**config.mk**
```make
export PLATFORM = sky130hd
export DESIGN_NAME = attention_score_unit
export DESIGN_NICKNAME = d
export VERILOG_FILES = /design/src/rtl/attention_score_unit.sv
export SDC_FILE = /design/constraint.sdc
export NUM_CORES = 2
export LEC_CHECK = 0
export BUFFER_PORTS_ARGS = -buffer_cell sky130_fd_sc_hd__buf_2
export CAP_MARGIN = 20
export CORE_MARGIN = 2
export CORE_UTILIZATION = 54
export DETAILED_ROUTE_END_ITERATION = 16
export PLACE_DENSITY = 0.78
export SLEW_MARGIN = 40
export SYNTH_ARGS = -nofsm -noshare
export SYNTH_HDL_FRONTEND = slang
export SYNTH_SLANG_ARGS = --single-unit
```
**constraint.sdc**
```tcl
create_clock -name clk -period 9.4 [get_ports clk]
set_input_delay 0.47 -clock clk [delete_from_list [all_inputs] [get_ports clk]]
set_output_delay 0.47 -clock clk [all_outputs]
set_load 0.02 [all_outputs]
```
**src/rtl/attention_score_unit.sv**
```systemverilog
// Serial Q.K dot product (one MAC per cycle), scaled by ~1/sqrt(N_ELEM) and saturated to ELEM_W bits.
// Optional build macro SCORE_ROUND_EN: round-half-up before saturation instead of floor.
module attention_score_unit #(
  parameter int ELEM_W      = 16,
  parameter int N_ELEM      = 12,
  parameter int ACC_W       = 40,
  parameter int SCALE_MUL   = 37,
  parameter int SCALE_SHIFT = 7
) (
  input  logic                       clk,
  input  logic                       rst,
  input  logic                       in_valid,
  output logic                       in_ready,
  input  logic [N_ELEM*ELEM_W-1:0]   q_vec,
  input  logic [N_ELEM*ELEM_W-1:0]   k_vec,
  output logic                       out_valid,
  input  logic                       out_ready,
  output logic signed [ELEM_W-1:0]   score,
  output logic                       overflow
);

  localparam int PW    = ACC_W + 7;
  localparam int IDX_W = $clog2(N_ELEM);
  localparam logic signed [PW-1:0] SCALE_K = PW'(SCALE_MUL);
  localparam logic signed [PW-1:0] SAT_MAX = PW'((2 ** (ELEM_W - 1)) - 1);
  localparam logic signed [PW-1:0] SAT_MIN = -PW'(2 ** (ELEM_W - 1));
`ifdef SCORE_ROUND_EN
  localparam logic signed [PW-1:0] RND_K   = PW'(2 ** (SCALE_SHIFT - 1));
`endif

  typedef enum logic [1:0] {IDLE, MAC, SCALE, OUT} state_t;

  state_t                    state, state_nxt;
  logic signed [ELEM_W-1:0]  q_mem [N_ELEM];
  logic signed [ELEM_W-1:0]  k_mem [N_ELEM];
  logic signed [ACC_W-1:0]   acc;
  logic [IDX_W-1:0]          idx;
  logic signed [2*ELEM_W-1:0] prod;
  logic [ELEM_W:0]           sat_res;
  logic                      last_idx;

  // Returns {overflow, score}: scale the accumulator, shift down, clamp to ELEM_W.
  function automatic logic [ELEM_W:0] scale_sat(input logic signed [ACC_W-1:0] a);
    logic signed [PW-1:0] p;
    logic signed [PW-1:0] s;
    p = PW'(a) * SCALE_K;
`ifdef SCORE_ROUND_EN
    p = p + RND_K;
`endif
    s = p >>> SCALE_SHIFT;
    if (s > SAT_MAX)
      return {1'b1, SAT_MAX[ELEM_W-1:0]};
    else if (s < SAT_MIN)
      return {1'b1, SAT_MIN[ELEM_W-1:0]};
    else
      return {1'b0, s[ELEM_W-1:0]};
  endfunction

  assign prod     = q_mem[idx] * k_mem[idx];
  assign last_idx = (idx == IDX_W'(N_ELEM - 1));
  assign sat_res  = scale_sat(acc);

  always_ff @(posedge clk or posedge rst) begin
    if (rst)
      state <= IDLE;
    else
      state <= state_nxt;
  end

  always_comb begin
    state_nxt = state;
    in_ready  = 1'b0;
    out_valid = 1'b0;
    case (state)
      IDLE: begin
        in_ready = 1'b1;
        if (in_valid)
          state_nxt = MAC;
      end
      MAC: begin
        if (last_idx)
          state_nxt = SCALE;
      end
      SCALE: state_nxt = OUT;
      OUT: begin
        out_valid = 1'b1;
        if (out_ready)
          state_nxt = IDLE;
      end
      default: state_nxt = IDLE;
    endcase
  end

  // Operand capture: vectors are only read during MAC, so no reset is needed.
  always_ff @(posedge clk) begin
    if (state == IDLE && in_valid) begin
      for (int i = 0; i < N_ELEM; i++) begin
        q_mem[i] <= q_vec[i*ELEM_W +: ELEM_W];
        k_mem[i] <= k_vec[i*ELEM_W +: ELEM_W];
      end
    end
  end

  always_ff @(posedge clk or posedge rst) begin
    if (rst) begin
      acc      <= '0;
      idx      <= '0;
      score    <= '0;
      overflow <= 1'b0;
    end else begin
      case (state)
        IDLE: begin
          if (in_valid) begin
            acc <= '0;
            idx <= '0;
          end
        end
        MAC: begin
          acc <= acc + ACC_W'(prod);
          idx <= idx + 1'b1;
        end
        SCALE: {overflow, score} <= sat_res;
        default: ;
      endcase
    end
  end

endmodule

```
## Word level (Yosys, flattened, before mapping)

Memories as Yosys holds them, arrays and structs flattened.
Cells that the tools add are included.

- Bits in registers: 63
- RAM bits: 384
- Input port bits: 388
- Output and inout port bits: 19
- Memories: 2

- Add/subtract/negate cells: 2
- Multiply operators: 2
- Order comparisons: 2
- Equal/unequal tests: 7
- Mux-type cells: 14
- Reductions and logical operators: 5

Memory list:

| name | words | width | read ports | clocked after Yosys merged registers in | wr ports | RTL line | source |
|---|---|---|---|---|---|---|---|
| k_mem | 12 | 16 | 1 | 0 | 12 | 35 | `logic signed [ELEM_W-1:0] k_mem [N_ELEM];` |
| q_mem | 12 | 16 | 1 | 0 | 12 | 34 | `logic signed [ELEM_W-1:0] q_mem [N_ELEM];` |

Operators by type and width:

| operator | number |
|---|---|
| $pmux 40 s2 | 1 |
| $mul 40x7->47 const B | 1 |
| $add 40x32->40 | 1 |
| $gt 40x16->1 const B | 1 |
| $lt 40x16->1 const B | 1 |
| $mux 40 | 1 |
| $mux 17 | 2 |
| $mul 16x16->32 | 1 |
| $pmux 2 s4 | 1 |
| $pmux 4 s2 | 1 |
| $mux 2 | 3 |
| $ne 2x2->1 const B | 3 |
| $add 4x1->4 const B | 1 |
| $eq 2x2->1 const B | 2 |
| $eq 4x4->1 const B | 1 |
| $mux 1 | 4 |
| $mux 4 | 1 |
| $reduce_and 3->1 | 1 |
| $eq 2x1->1 const B | 1 |
| $logic_not 2->1 | 1 |
| $reduce_and 2->1 | 1 |
| $reduce_bool 2->1 | 1 |
| $logic_and 1x1->1 | 1 |

## Logic depth before layout (Yosys ltp)

- Depth in word-level cells: 4
- Gate-level depth with buffers: 33
- Gate-level depth less buffers: 29

## Least setup slack after synthesis

No wires, ideal clock.

- Path kind: reg-to-reg
- From: reg state[0]
- To: mem k_mem[0][0] (enable)
- Setup time: 794 ps
- Arrival: 9507 ps
- Data required time: 8606 ps
- Setup slack: -902 ps
- Cell stages (with the launch flop): 4
- Period minus slack after synthesis: 10302 ps
- Cells stage by stage: dfrtp_1 > inv_1 > ha_1 > and2_1

RTL lines:

| item | RTL line | source |
|---|---|---|
| start, declared | 33 | `state_t state, state_nxt;` |
| start signal, assigned | 67 | `state <= state_nxt;` |
| end, declared | 35 |  |

## Worst setup path in the final report

- From: reg idx[0]
- To: reg acc[36]

- Longest elaborated chain between the ends: 4
- Elaborated cells between the ends (all ways): 5
- Those cells by class: add/sub: 1; mul: 1; mux: 1; memory: 2

Ends and longest elaborated chain:

| item | RTL line | source |
|---|---|---|
| start, declared | 37 | `logic [IDX_W-1:0] idx;` |
| start signal, assigned | 120 | `idx <= idx + 1'b1;` |
| $mem_v2 12x16 (on tied branches) | n/a |  |
| $mul 16x16->32 * | 59 | `assign prod = q_mem[idx] * k_mem[idx];` |
| $add 40x32->40 * | 119 | `acc <= acc + ACC_W'(prod);` |
| $pmux 40 s2 * | 111 | `case (state)` |
| end signal, assigned | 119 |  |
| end, declared | 36 | `logic signed [ACC_W-1:0] acc;` |

Mark *: on every way between the ends. The rest lies on a longest branch, timed or not.
A chain may end at the register's enable or synchronous reset.

==> impl_metrics.sql <==
INSERT INTO impl_metrics (metric_group, metric, value, unit) VALUES
('status', 'outcome', 'completed', ''),
('die', 'dieArea', '65300', 'µm²'),
('cells_and_area', 'most_common_library_cell_in_the_layout_ignoring_fill_and_taps', 'sky130_fd_sc_hd__inv_1', ''),
('timing', 'tns', '0', 'ps'),
('cts', 'clock_path_buffers', '3', ''),
('cts', 'cts_made_buffers', '48', ''),
('detailed_routing', 'postRouteWirelength', '88600', 'µm'),
('min_path', 'holdCritStartpoint', 'q_vec[78]', ''),
('cells_and_area', 'multiInputGateArea', '18400', 'µm²'),
('cts', 'clkLatencyLatePin', '630', 'ps'),
('synthesis', 'ys_seq_elements', '447', ''),
('cells_and_area', 'area.growth.synth_to_final', '16.1', '%'),
('global_route', 'antenna_found_initial', '19', ''),
('cts', 'cts-hold-fix-buffers', '58', ''),
('place', 'sum_of_net_half_perimeters_after_detailed_placement', '66700', 'µm'),
('detailed_routing', 'ant_nets', '0', ''),
('critical_path', 'startpoint_type', 'register', ''),
('cells_and_area', 'fillCellCount', '4718', ''),
('timing', 'final_critical_path_share_of_the_clock_period', '94.3', '%'),
('die', 'die_width', '256', 'µm'),
('critical_path', 'arrival', '9350', 'ps'),
('critical_path', 'path_class', 'reg2reg', ''),
('timing', 'rsz0062_at_grt', 'no', ''),
('critical_path', 'rr_worst_depth', '28', ''),
('synthesis', 'yosysWarningCount', '0', ''),
('critical_path', 'startpoint', 'idx[0]', ''),
('place', 'placement.io_buffers', '406', ''),
('synthesis', 'dominantRegCellSynth', 'sky130_fd_sc_hd__edfxtp_1', ''),
('die', 'std_cell_rows', '92', ''),
('global_route', 'overflow', '0', ''),
('cts', 'post-cts-setup-buffers', '0', ''),
('synthesis', 'yosysUniqueCellTypes', '82', ''),
('min_path', 'min_path_type', 'in2reg', ''),
('synthesis', 'synth_edf_count', '384', ''),
('cts', 'tritoncts', 'yes', ''),
('detailed_routing', 'wl_per_cell', '21.0', 'µm'),
('cells_and_area', 'final_layout_size_suffix_gt1_share', '20.7', '%'),
('critical_path', 'r2r-start', 'idx[0]', ''),
('critical_path', 'slowest_delay', '620', 'ps'),
('min_path', 'whs_path_depth', '1', ''),
('die', 'chipHeight', '256', 'µm'),
('critical_path', 'worst_setup_path_end_kind', 'register', ''),
('die', 'initial_utilization', '54.3', '%'),
('job', 'cap_violations', '0', ''),
('critical_path', 'critPathMostFrequentCell', 'sky130_fd_sc_hd__fa_1', ''),
('timing', 'slew_viol_final', '0', ''),
('detailed_routing', 'drt_first_iter_violations', '2010', ''),
('synthesis', 'syn_area_per_cell', '12.0', 'µm²'),
('global_route', 'grt_first_pass_wirelength', '139000', 'µm'),
('detailed_routing', 'vias', '23339', ''),
('cts', 'clock_tree.htree_level_count', '2', ''),
('detailed_routing', 'drcViolationCount', '0', ''),
('detailed_routing', 'drt-pass1-iter-count', '7', ''),
('synthesis', 'yosysSeqAreaShare', '38.4', '%'),
('synthesis', 'synthArstFlopShare', '14.1', '%'),
('cells_and_area', 'register_area', '13100', 'µm²'),
('critical_path', 'critPathRequiredTime', '9890', 'ps'),
('die', 'boundaryPins', '407', ''),
('timing', 'tightest_slew', '862', 'ps'),
('global_route', 'total_global_routing_track_utilization', '27.4', '%'),
('global_route', 'grt_start_max_net_pins', '175', ''),
('timing', 'skew', '51.1', 'ps'),
('cells_and_area', 'finalNetCount', '4325', ''),
('global_route', 'grt_pass1_vias', '24515', ''),
('timing', 'max_freq', '0.113', 'GHz'),
('die', 'fp.coreArea', '62900', 'µm²'),
('synthesis', 'netlist_instances', '2845', ''),
('cells_and_area', 'mostFrequentLayoutCells', 'sky130_fd_sc_hd__inv_1 (604), sky130_fd_sc_hd__buf_2 (406), sky130_fd_sc_hd__edfxtp_1 (384)', ''),
('timing', 'finalCriticalPeriod', '8860', 'ps'),
('detailed_routing', 'drt-vias-per-instance', '5.52', ''),
('critical_path', 'worstPathMaxFanout', '17', ''),
('cts', 'cts_root_buffer', 'sky130_fd_sc_hd__clkbuf_16', ''),
('critical_path', 'critical_path.slowest_cell', 'sky130_fd_sc_hd__dfrtp_4', ''),
('timing', 'hold_violations', '0', ''),
('place', 'gp_routability_congestion', '0.953', ''),
('cts', 'cts_sinks', '447', ''),
('synthesis', 'syn_nets', '3844', ''),
('cts', 'clk_pin_slew', '70', 'ps'),
('timing', 'slew_headroom', '42.5', '%'),
('timing', 'final-setup-viol-count', '0', ''),
('cts', 'cts.repair.resized', '0', ''),
('synthesis', 'synth.cell_area', '34200', 'µm²');
==> cells in the mapped netlist, types with 5 or more instances <==
cell / number / area share [%]
sky130_fd_sc_hd__o22ai_1: 7 / 0.13
sky130_fd_sc_hd__fa_1: 369 / 22
sky130_fd_sc_hd__o21ai_1: 25 / 0.37
sky130_fd_sc_hd__nor2_1: 219 / 2.4
sky130_fd_sc_hd__clkbuf_1: 61 / 0.67
sky130_fd_sc_hd__edfxtp_1: 384 / 34
sky130_fd_sc_hd__o21a_1: 20 / 0.44
sky130_fd_sc_hd__a21o_1: 34 / 0.75
sky130_fd_sc_hd__mux2i_1: 34 / 1.0
sky130_fd_sc_hd__a21oi_2: 6 / 0.15
sky130_fd_sc_hd__o21bai_1: 12 / 0.26
sky130_fd_sc_hd__o22ai_2: 10 / 0.37
sky130_fd_sc_hd__o21ai_0: 78 / 1.1
sky130_fd_sc_hd__nand2b_1: 9 / 0.16
sky130_fd_sc_hd__a22o_1: 9 / 0.23
sky130_fd_sc_hd__xor2_1: 29 / 0.74
sky130_fd_sc_hd__o211ai_1: 5 / 0.11
sky130_fd_sc_hd__nand3_1: 17 / 0.25
sky130_fd_sc_hd__ha_1: 242 / 8.9
sky130_fd_sc_hd__nor2b_1: 7 / 0.13
sky130_fd_sc_hd__xnor2_1: 47 / 1.2
sky130_fd_sc_hd__buf_1: 8 / 0.088
sky130_fd_sc_hd__mux4_2: 96 / 6.3
sky130_fd_sc_hd__and2_1: 10 / 0.18
sky130_fd_sc_hd__inv_1: 605 / 6.6
sky130_fd_sc_hd__nor4b_1: 5 / 0.13
sky130_fd_sc_hd__nand4_1: 18 / 0.33
sky130_fd_sc_hd__a31oi_1: 8 / 0.15
sky130_fd_sc_hd__nand2_1: 191 / 2.1
sky130_fd_sc_hd__and3_1: 10 / 0.18
sky130_fd_sc_hd__buf_2: 16 / 0.23
sky130_fd_sc_hd__nor3_1: 9 / 0.13
sky130_fd_sc_hd__buf_6: 7 / 0.23
sky130_fd_sc_hd__a21oi_1: 86 / 1.3
sky130_fd_sc_hd__dfrtp_1: 63 / 4.6
sky130_fd_sc_hd__or2_2: 8 / 0.15
sky130_fd_sc_hd__a211o_1: 5 / 0.13
==> area by class of cell <==
type / instances / area share, %
diodes: 18 / 0.114
clock buffers: 60 / 3.17
clock inverters: 29 / 0.887
inverters: 605 / 5.73
multi-input cells: 1701 / 46.4
flip-flops and latches: 447 / 33.1
well taps: 846 / 2.67
repair buffers: 523 / 7.97
==> kinds of logic after synthesis <==
kind of cell	Yosys count	synth area share (%)
muxes	130	7.33
buffers and inverters	697	7.87
xor gates and xnor gates	77	2.00
and+or+nand+nor	526	6.78
AOI/OAI and AO/OA	357	7.16
DFF	447	38.4
adders and majority gates	611	30.5
==> registers in the layout, indices dropped and copies added (netlist names) <==
register  cells
k_mem       192
q_mem       192
acc          40
score        16
idx           4
state         2
overflow      1
==> final timing paths <==
kind,slack [ps],endpoint
worst max-delay path,540,acc[36]
worst min-delay path,10,q_mem[4][14]
worst max register to register,540,acc[36]
worst min register to register,510,overflow
max in group asynchronous,8880,idx[2]
min in group asynchronous,20,score[1]
==> worst max-delay path: cells and delay by family, from the launching register on <==
family          cells  cell delay [ps]
fa+ha+maj           7             3260
compound gates      8             2410
simple gates        5              930
mux                 2              790
buf+inv             6              730
flops               1              620
==> through the flow <==
step           area, µm²  worst slack (ps)  instances  hold slack, ps  util, %
2_1_floorplan      34200               604       2845             502        -
6_report           39700               539       4229            14.9     63.1
5_1_grt            39600              37.2       4226           0.847     63.1
3_3_place_gp       37300               655       4059             491     59.4
4_1_cts            39600               544       4209           0.219     63.0
3_5_place_dp       37400               594       4062             504     59.5
==> layer usage <==
metal  up-vias  global-route usage [%]  routed length, µm
met5         -                       0                  0
met4         0                    10.7               3740
met3       226                    5.33               6940
met2      1220                    46.0              43700
met1     11438                    35.4              34300
li1      10455                       -                  -
Power is not shown: default switching activity piles up to over one toggle a cycle in this logic, so the estimate is an artifact.
